File: config.mk
export PLATFORM = sky130hd
export DESIGN_NAME = sobel_stream_grad
export DESIGN_NICKNAME = d
export VERILOG_FILES = /design/src/rtl/sobel_stream_grad.sv
export SDC_FILE = /design/constraint.sdc
export NUM_CORES = 1
export LEC_CHECK = 0
export ABC_CLOCK_PERIOD_IN_PS = 8700
export BUFFER_PORTS_ARGS = -buffer_cell sky130_fd_sc_hd__buf_2
export CAP_MARGIN = 20
export CELL_PAD_IN_SITES_DETAIL_PLACEMENT = 0
export CELL_PAD_IN_SITES_GLOBAL_PLACEMENT = 2
export CORE_ASPECT_RATIO = 0.75
export CORE_MARGIN = 2
export CORE_UTILIZATION = 40
export DETAILED_ROUTE_END_ITERATION = 8
export PLACE_DENSITY_LB_ADDON = 0.15
export SLEW_MARGIN = 20
export SYNTH_ARGS = -nofsm -noshare
export SYNTH_HDL_FRONTEND = slang
export SYNTH_SLANG_ARGS = --single-unit
File: constraint.sdc
create_clock -name clk -period 8.7 [get_ports clk]
set_input_delay 0.87 -clock clk [delete_from_list [all_inputs] [get_ports clk]]
set_output_delay 0.87 -clock clk [all_outputs]
set_load 0.02 [all_outputs]
File: src/rtl/sobel_stream_grad.sv
// Streaming 3x3 Sobel gradient for a raster-order pixel stream.
// Two line buffers provide the upper rows of each column. A two-column history plus
// the incoming column forms the 3x3 window. Signed Gx/Gy are produced for every
// interior pixel through a single registered output with valid/ready flow control.
// Optional macro SOBEL_MAG_EN adds m_mag = sat(|Gx| + |Gy|).
module sobel_stream_grad #(
  parameter int unsigned PIX_W = 8,
  parameter int unsigned IMG_W = 64,
  parameter int unsigned IMG_H = 64,
  parameter int unsigned OUT_W = 11
) (
  input  logic                    clk,
  input  logic                    rst_n,
  input  logic                    s_valid,
  output logic                    s_ready,
  input  logic [PIX_W-1:0]        s_pix,
  input  logic                    s_sof,
  output logic                    m_valid,
  input  logic                    m_ready,
  output logic signed [OUT_W-1:0] m_gx,
  output logic signed [OUT_W-1:0] m_gy,
  output logic                    m_last
`ifdef SOBEL_MAG_EN
  ,
  output logic [OUT_W-1:0]        m_mag
`endif
);

  localparam int unsigned FullW = PIX_W + 3;
  localparam int unsigned ColW  = (IMG_W > 1) ? $clog2(IMG_W) : 1;
  localparam int unsigned RowW  = (IMG_H > 1) ? $clog2(IMG_H) : 1;

  localparam logic [ColW-1:0] ColMax = ColW'(IMG_W - 1);
  localparam logic [RowW-1:0] RowMax = RowW'(IMG_H - 1);
  localparam logic [ColW-1:0] ColTwo = ColW'(2);
  localparam logic [RowW-1:0] RowTwo = RowW'(2);

  localparam int SatMax = (1 <<< (OUT_W - 1)) - 1;
  localparam int SatMin = -(1 <<< (OUT_W - 1));

  // Weighted column/row sum a + 2b + c, zero-extended into the signed full-precision width.
  function automatic logic signed [FullW-1:0] wsum(input logic [PIX_W-1:0] a,
                                                   input logic [PIX_W-1:0] b,
                                                   input logic [PIX_W-1:0] c);
    return $signed({3'b000, a}) + $signed({2'b00, b, 1'b0}) + $signed({3'b000, c});
  endfunction

  // Clamp a full-precision value into OUT_W; a wider OUT_W just sign-extends.
  function automatic logic signed [OUT_W-1:0] sat(input logic signed [FullW-1:0] v);
    int vi;
    vi = int'(v);
    if (vi > SatMax) begin
      vi = SatMax;
    end else if (vi < SatMin) begin
      vi = SatMin;
    end
    return vi[OUT_W-1:0];
  endfunction

  logic [ColW-1:0] col_q, col_d, col_eff;
  logic [RowW-1:0] row_q, row_d, row_eff;
  logic            accept, gen_out, last_d;

  logic [PIX_W-1:0] lb_top [IMG_W];  // row - 2
  logic [PIX_W-1:0] lb_mid [IMG_W];  // row - 1
  logic [PIX_W-1:0] hist_q [3][2];   // two most recent window columns, [row][col]
  logic [PIX_W-1:0] win    [3][3];   // window including the column being accepted

  logic signed [FullW-1:0] gx_full, gy_full;

  logic                    valid_q, last_q;
  logic signed [OUT_W-1:0] gx_q, gy_q;

  assign s_ready = !valid_q || m_ready;
  assign accept  = s_valid && s_ready;

  // A start-of-frame pixel is position (0,0) whatever the counters say.
  assign col_eff = s_sof ? '0 : col_q;
  assign row_eff = s_sof ? '0 : row_q;

  assign gen_out = accept && (row_eff >= RowTwo) && (col_eff >= ColTwo);
  assign last_d  = (row_eff == RowMax) && (col_eff == ColMax);

  // Raster counter next state.
  always_comb begin
    col_d = col_q;
    row_d = row_q;
    if (accept) begin
      if (col_eff == ColMax) begin
        col_d = '0;
        row_d = (row_eff == RowMax) ? '0 : row_eff + 1'b1;
      end else begin
        col_d = col_eff + 1'b1;
        row_d = row_eff;
      end
    end
  end

  // Assemble the 3x3 window: history columns on the left, new column on the right.
  always_comb begin
    for (int r = 0; r < 3; r++) begin
      win[r][0] = hist_q[r][0];
      win[r][1] = hist_q[r][1];
    end
    win[0][2] = lb_top[col_eff];
    win[1][2] = lb_mid[col_eff];
    win[2][2] = s_pix;
  end

  // Gx is left minus right, Gy is top minus bottom.
  always_comb begin
    gx_full = wsum(win[0][0], win[1][0], win[2][0]) - wsum(win[0][2], win[1][2], win[2][2]);
    gy_full = wsum(win[0][0], win[0][1], win[0][2]) - wsum(win[2][0], win[2][1], win[2][2]);
  end

  // Line buffers and window history; contents need no reset.
  always_ff @(posedge clk) begin
    if (accept) begin
      lb_top[col_eff] <= lb_mid[col_eff];
      lb_mid[col_eff] <= s_pix;
      for (int r = 0; r < 3; r++) begin
        hist_q[r][0] <= win[r][1];
        hist_q[r][1] <= win[r][2];
      end
    end
  end

  // Raster counters.
  always_ff @(posedge clk or negedge rst_n) begin
    if (!rst_n) begin
      col_q <= '0;
      row_q <= '0;
    end else begin
      col_q <= col_d;
      row_q <= row_d;
    end
  end

  // Output register: loads on interior accepts, otherwise drains when taken.
  always_ff @(posedge clk or negedge rst_n) begin
    if (!rst_n) begin
      valid_q <= 1'b0;
      gx_q    <= '0;
      gy_q    <= '0;
      last_q  <= 1'b0;
    end else if (gen_out) begin
      valid_q <= 1'b1;
      gx_q    <= sat(gx_full);
      gy_q    <= sat(gy_full);
      last_q  <= last_d;
    end else if (m_ready) begin
      valid_q <= 1'b0;
    end
  end

  assign m_valid = valid_q;
  assign m_gx    = gx_q;
  assign m_gy    = gy_q;
  assign m_last  = last_q;

`ifdef SOBEL_MAG_EN
  localparam int MagMax = (1 <<< OUT_W) - 1;

  logic [OUT_W-1:0] mag_d, mag_q;

  // |Gx| + |Gy| from full-precision values, clamped to the unsigned output range.
  always_comb begin
    int ax, ay, mi;
    ax = int'(gx_full);
    ay = int'(gy_full);
    if (ax < 0) ax = -ax;
    if (ay < 0) ay = -ay;
    mi = ax + ay;
    if (mi > MagMax) mi = MagMax;
    mag_d = mi[OUT_W-1:0];
  end

  // Magnitude register shares the gradient handshake.
  always_ff @(posedge clk or negedge rst_n) begin
    if (!rst_n) begin
      mag_q <= '0;
    end else if (gen_out) begin
      mag_q <= mag_d;
    end
  end

  assign m_mag = mag_q;
`endif

endmodule

# Word-level counts from Yosys, hierarchy flattened

Memory sizes are Yosys's and may differ from the RTL's.
Cells that the tools add are included.
W data, S select, Z words.

Register bits: 36
Memory bits (writable): 1072
Input port bits: 13
Output and inout bits: 25
Word-level logic and storage cells: 49
Memories kept: 3

$add $sub $neg: 12
$lt $le $gt $ge: 6
Eq/ne operators: 2
Multiplexer cells: 13
Reduce and logical (&&, ||, !) cells: 7

Memory list:

| memory | words | bits a word | read ports | clocked after Yosys merged registers in | write ports | line | text |
|---|---|---|---|---|---|---|---|
| lb_mid | 64    | 8           | 1          | 0                                       | 1           | 65   | `logic [PIX_W-1:0] lb_mid [IMG_W];` |
| lb_top | 64    | 8           | 1          | 0                                       | 1           | 64   | `logic [PIX_W-1:0] lb_top [IMG_W];` |
| hist_q | 3     | 16          | 3          | 0                                       | 3           | 66   | `logic [PIX_W-1:0] hist_q [3][2];` |

Operators with widths:

| cell                   | count |
|---|---|
| $add A10 B8 Y11        | 4 |
| $mux W11               | 4 |
| $add A8 B9 Y10         | 4 |
| $mux W6                | 5 |
| $gt A11 B11 Y1 const B | 2 |
| $lt A11 B11 Y1 const B | 2 |
| $sub A11 B11 Y11       | 2 |
| $add A6 B1 Y6 const B  | 2 |
| $eq A6 B6 Y1 const B   | 2 |
| $ge A6 B2 Y1 const B   | 2 |
| $logic_and A1 B1 Y1    | 4 |
| $mux W1                | 4 |
| $reduce_bool A2 Y1     | 1 |
| $logic_not A1 Y1       | 1 |
| $logic_or A1 B1 Y1     | 1 |

# Longest topological paths before layout

An unclocked memory read counts as a cell.

Depth after elaboration: 8
Mapped depth: 25
Depth with buffers taken out: 20

# Least setup slack after synthesis

OpenSTA, ideal clock, no wires.

Path kind: input port to flip-flop
Start point: input port s_sof
End point: register gx_q[9] (netlist: m_gx[9])
Setup time: 135 ps
Arrival: 6876 ps
Data required time: 8565 ps
Slack: 1689 ps
Stages: 23
Buffers on the path: 5
Path through: buf_2 buf_2 nor2_2 buf_2 buf_2 buf_2 nor2_1 o31ai_1 o211ai_1 o22ai_1 ha_1 ha_1 inv_1 fa_1 ha_1 inv_1 fa_1 nor2b_1 o21ai_0 a21o_1 a31oi_1 xnor2_1 o21ai_0

RTL lines:

| element              | line | text |
|---|---|---|
| start, declared      | 17   | `input logic s_sof,` |
| end signal, assigned | 148  | `gx_q <= sat(gx_full);` |
| end, declared        | 72   | `logic signed [OUT_W-1:0] gx_q, gy_q;` |

# Final worst setup path

Start point: register col_q[0]
End point: register gy_q[8] (netlist: m_gy[8])

Longest elaborated chain between the ends: 7
Elaborated cells between the ends (all ways): 10
Those cells by class: 2 x add/sub; 3 x order compare; 3 x mux; 1 x reduce/logical; 1 x memory

RTL lines:

| element                | line | text |
|---|---|---|
| start, declared        | 60   | `logic [ColW-1:0] col_q, col_d, col_eff;` |
| start signal, assigned | 134  | `col_q <= col_d;` |
| $mux W6 (*)            | 78   | `assign col_eff = s_sof ? '0 : col_q;` |
| $mem_v2 Z64 W8         | -    |  |
| $add A10 B8 Y11        | 45   | `return $signed({3'b000, a}) + $signed({2'b00, b, 1'b0}) + $signed({3'b000, c});` |
| $sub A11 B11 Y11       | 113  | `gy_full = wsum(win[0][0], win[0][1], win[0][2]) - wsum(win[2][0], win[2][1], win[2][2]);` |
| $lt A11 B11 Y1         | 54   | `end else if (vi < SatMin) begin` |
| $mux W11               | 54   |  |
| $mux W11               | 52   | `if (vi > SatMax) begin` |
| end signal, assigned   | 149  | `gy_q <= sat(gy_full);` |
| end, declared          | 72   |  |

Every way passes the cells marked *; elsewhere a longest branch is shown, timed or not.
A chain may end at the register's enable or synchronous reset.

==> summary.md <==
| Metric | Value |
|---|---|
| Simple-Gate Fraction of Synth Area | 0.0500 |
| CP max stage delay | 0.87 ns |
| Finish-stage setup viols | 0 |
| Synth warnings | 0 |
| Final Hold Fails | 0 |
| Cell Area, Synth | 45200 µm² |
| Max-Cap Viols | 0 |
| Post-Synth Adder-Cell Area | 0.0352 |
| #FFs+latches synth | 1108 |
| Critical Path RT | 9.26 ns |
| Synth-to-layout area growth | 13.7% |
| Initial antenna violation count | 13 |
| CTS clk-pin slew, worst paths | 0.06 ns |
| Total Power | 13.8 mW |
| Critical path class | flip-flop to flip-flop |
| Post-synthesis compound-gate area fraction | 0.0890 |
| Grt total ovfl | 0 |
| Total Routing Usage GR | 0.285 |
| CTS tree | yes |
| Register Area | 33100 µm² |
| Die Y | 295 µm |
| Dominant synthesized flop cell | edfxtp_1 |
| CP max FO | 38 |
| Cell mode on critical path | fa_1 |
| Post-DP HPWL | 106 mm |
| Crit end category | flip-flop |
| Post-CTS sizing | 0 |
| # fillers | 9829 |
| Buf/Inv on CP | 4 |
| Placer Congestion | 0.953 |
| Via Count | 27700 |
| Starting Density | 0.404 |
| Antenna Nets Post-Route | 0 |
| Mux share of post-synthesis cell area | 0.0616 |
| Minimum clock period | 7.63 ns |
| Main combinational cell family by area after synthesis | compound AO/OA/AOI/OAI gates |
| Post-Syn Nets | 2845 |
| Cells along the critical path | buf_12, nor3_1, buf_2, nor2_4, buf_12, o22ai_1, o21ai_0, nor4b_1, nand3_1, fa_1, fa_1, fa_1, inv_1, ha_1, a21o_1, a21oi_1, o211ai_1, o211ai_1, xor2_1, o21ai_0 |
| Slowest CP cell | dfrtp_4 |
| Hold WC Path Type | input port to async pin |
| EDFF count, synth | 1072 |
| Vias/cell | 6.15 |
| Cells after synthesis | 2742 |
| Commonest cells after routing, fill and taps aside | edfxtp_1, buf_4, nor2_1 |
| Delay-heaviest family, CP | compound AO/OA/AOI/OAI gates |
| Proportion of layout cells with a drive suffix above 1 | 0.166 |
| Die Wd | 392 µm |
| Die ar. | 116000 µm² |
| Routed Wire Length | 163 mm |
| Worst skew pair latency | 0.75 ns |
| Drt wl/cell | 36.2 µm |
| CP startpoint kind | flip-flop |
| Hold_buf cts | 0 |
| CTS buffer count | 110 |
| XOR/XNOR share of the synthesized area | 0.00252 |
| Final setup TNS | 0 ns |
| Rel. slew slack | 0.209 |
| Port bufs | 37 |
| Setup Buffers After CTS | 0 |
| Post-synthesis average cell area | 16.5 µm² |
| Fraction of registers with async set/reset | 0.0325 |
| Vias in the first global route | 26700 |
| Slew Viols, Final | 0 |
| RSZ-0062 raised after global routing | false |
| Rows | 106 |
| Clock skew | 0.0374 ns |
| Multi-input gate area | 10900 µm² |
| Sequential share of the synthesized area | 0.733 |
| CTS Sinks | 1108 |
| Residual DRC | 0 |
| Most common cell after layout, fill and taps aside | edfxtp_1 |
| Crit path arrival time | 8.19 ns |
| Final Cycle Share | 0.877 |
| Io pins | 38 |
| Run status | finished, final reports clean |
| Worst vdd ir | 0.192 mV |
| CTS max path bufs | 3 |
| Final layout net count | 3017 |
| # H-tree levels | 3 |
| Pleak | 17.0 nW |
| Least-Margin Pin Slew | 1.17 ns |
| Largest net degree at the start of global routing | 66 |
| 1st-pass router iterations | 6 |
| First-pass GRT wire length | 226 mm |
| DR iter-0 viols | 4211 |
| Cell variety after synth | 89 |
| Power density over the cells | 268 nW/µm² |
| Core ar. | 112000 µm² |
| Fmax | 131 MHz |
| CTS Root Cell | clkbuf_16 |
| Final hold slack | 0.275 ns |
[cell type report]
| type | count | share of cell area |
|---|---|---|
| Antenna cell | 1 | 0.0000487 |
| Clock buffer | 143 | 0.0564 |
| Tap cell | 1512 | 0.0368 |
| Timing Repair Buffer | 213 | 0.0310 |
| Inverter | 102 | 0.00745 |
| Multi-Input combinational cell | 1379 | 0.213 |
| Clock inverter | 51 | 0.0106 |
| Sequential cell | 1108 | 0.645 |
[per-stage QoR]
step           area [µm²]  utilization  setup WS [ns]  instances
2_1_floorplan       45200            -           1.69       2742
3_3_place_gp        47900        0.429          0.986       4313
3_5_place_dp        47900        0.429           1.31       4313
4_1_cts             51300        0.460           1.23       4507
5_1_grt             51400        0.460          0.843       4508
6_report            51400        0.460           1.07       4509
[layer usage]
layer	vias to the layer above	part of all wire	track usage
met5	-	0.00020	0
met4	6	0.032	0.0834
met3	255	0.11	0.0669
met2	1671	0.42	0.400
met1	14700	0.44	0.438
li1	11100	-	-
[Yosys cell counts, drive strengths merged (28+ instances only)]
cell type | n | area share
buf | 101 | 0.016
a22oi | 39 | 0.0065
nor2 | 164 | 0.014
a21oi | 49 | 0.0054
o221ai | 31 | 0.0060
inv | 101 | 0.0084
fa | 62 | 0.027
nand2 | 142 | 0.012
dfrtp | 36 | 0.020
mux4 | 33 | 0.017
clkbuf | 52 | 0.0043
edfxtp | 1072 | 0.71
o21ai | 96 | 0.011
mux2 | 45 | 0.011
ha | 28 | 0.0078
mux2i | 151 | 0.033
o22ai | 150 | 0.021
[registers in the layout (all words and copies together) (netlist names)]
signal and cells:
row_q 6, m_valid 1, m_gx 11, m_last 1, lb_mid 512, hist_q 48, col_q 6, lb_top 512
m_gy 11
[kinds of logic after synthesis]
| family | count (synthesis) |
|---|---|
| fa+ha+maj | 90 |
| buf+inv | 255 |
| xor+xnor | 13 |
| mux | 229 |
| simple gates | 472 |
| flops | 1108 |
| compound gates | 575 |
[worst reg2reg max path, cell delays in order (launching register included)]
cell and delay [ns]:
dfrtp_4 0.87, buf_12 0.41, nor3_1 0.17, buf_2 0.25, nor2_4 0.51, buf_12 0.32, o22ai_1 0.20, o21ai_0 0.78
nor4b_1 0.54, nand3_1 0.24, fa_1 0.52, fa_1 0.50, fa_1 0.53, inv_1 0.05, ha_1 0.27, a21o_1 0.18
a21oi_1 0.43, o211ai_1 0.24, o211ai_1 0.17, xor2_1 0.17, o21ai_0 0.09
[power breakdown]
part / switching, mW / total, mW / internal [mW]
clock network: 2.09 / 4.65 / 2.56
registers: 0.0926 / 6.18 / 6.08
logic: 1.95 / 2.94 / 0.989
total: 4.13 / 13.8 / 9.63
[worst paths after layout]
kind | from | to | slack (ns) | cells past startpoint
setup / recovery | col_q[0] | m_gy[8] | 1.07 | 20
setup reg to reg | col_q[0] | m_gy[8] | 1.07 | 20
hold reg to reg | hist_q[1][5] | hist_q[1][13] | 0.42 | 0
max in group asynchronous | rst_n | col_q[1] | 7.74 | 1
hold / removal | rst_n | m_gy[2] | 0.28 | 1
min in group clk | hist_q[1][5] | hist_q[1][13] | 0.42 | 0
Note: power is estimated with default switching activity, not from simulation.
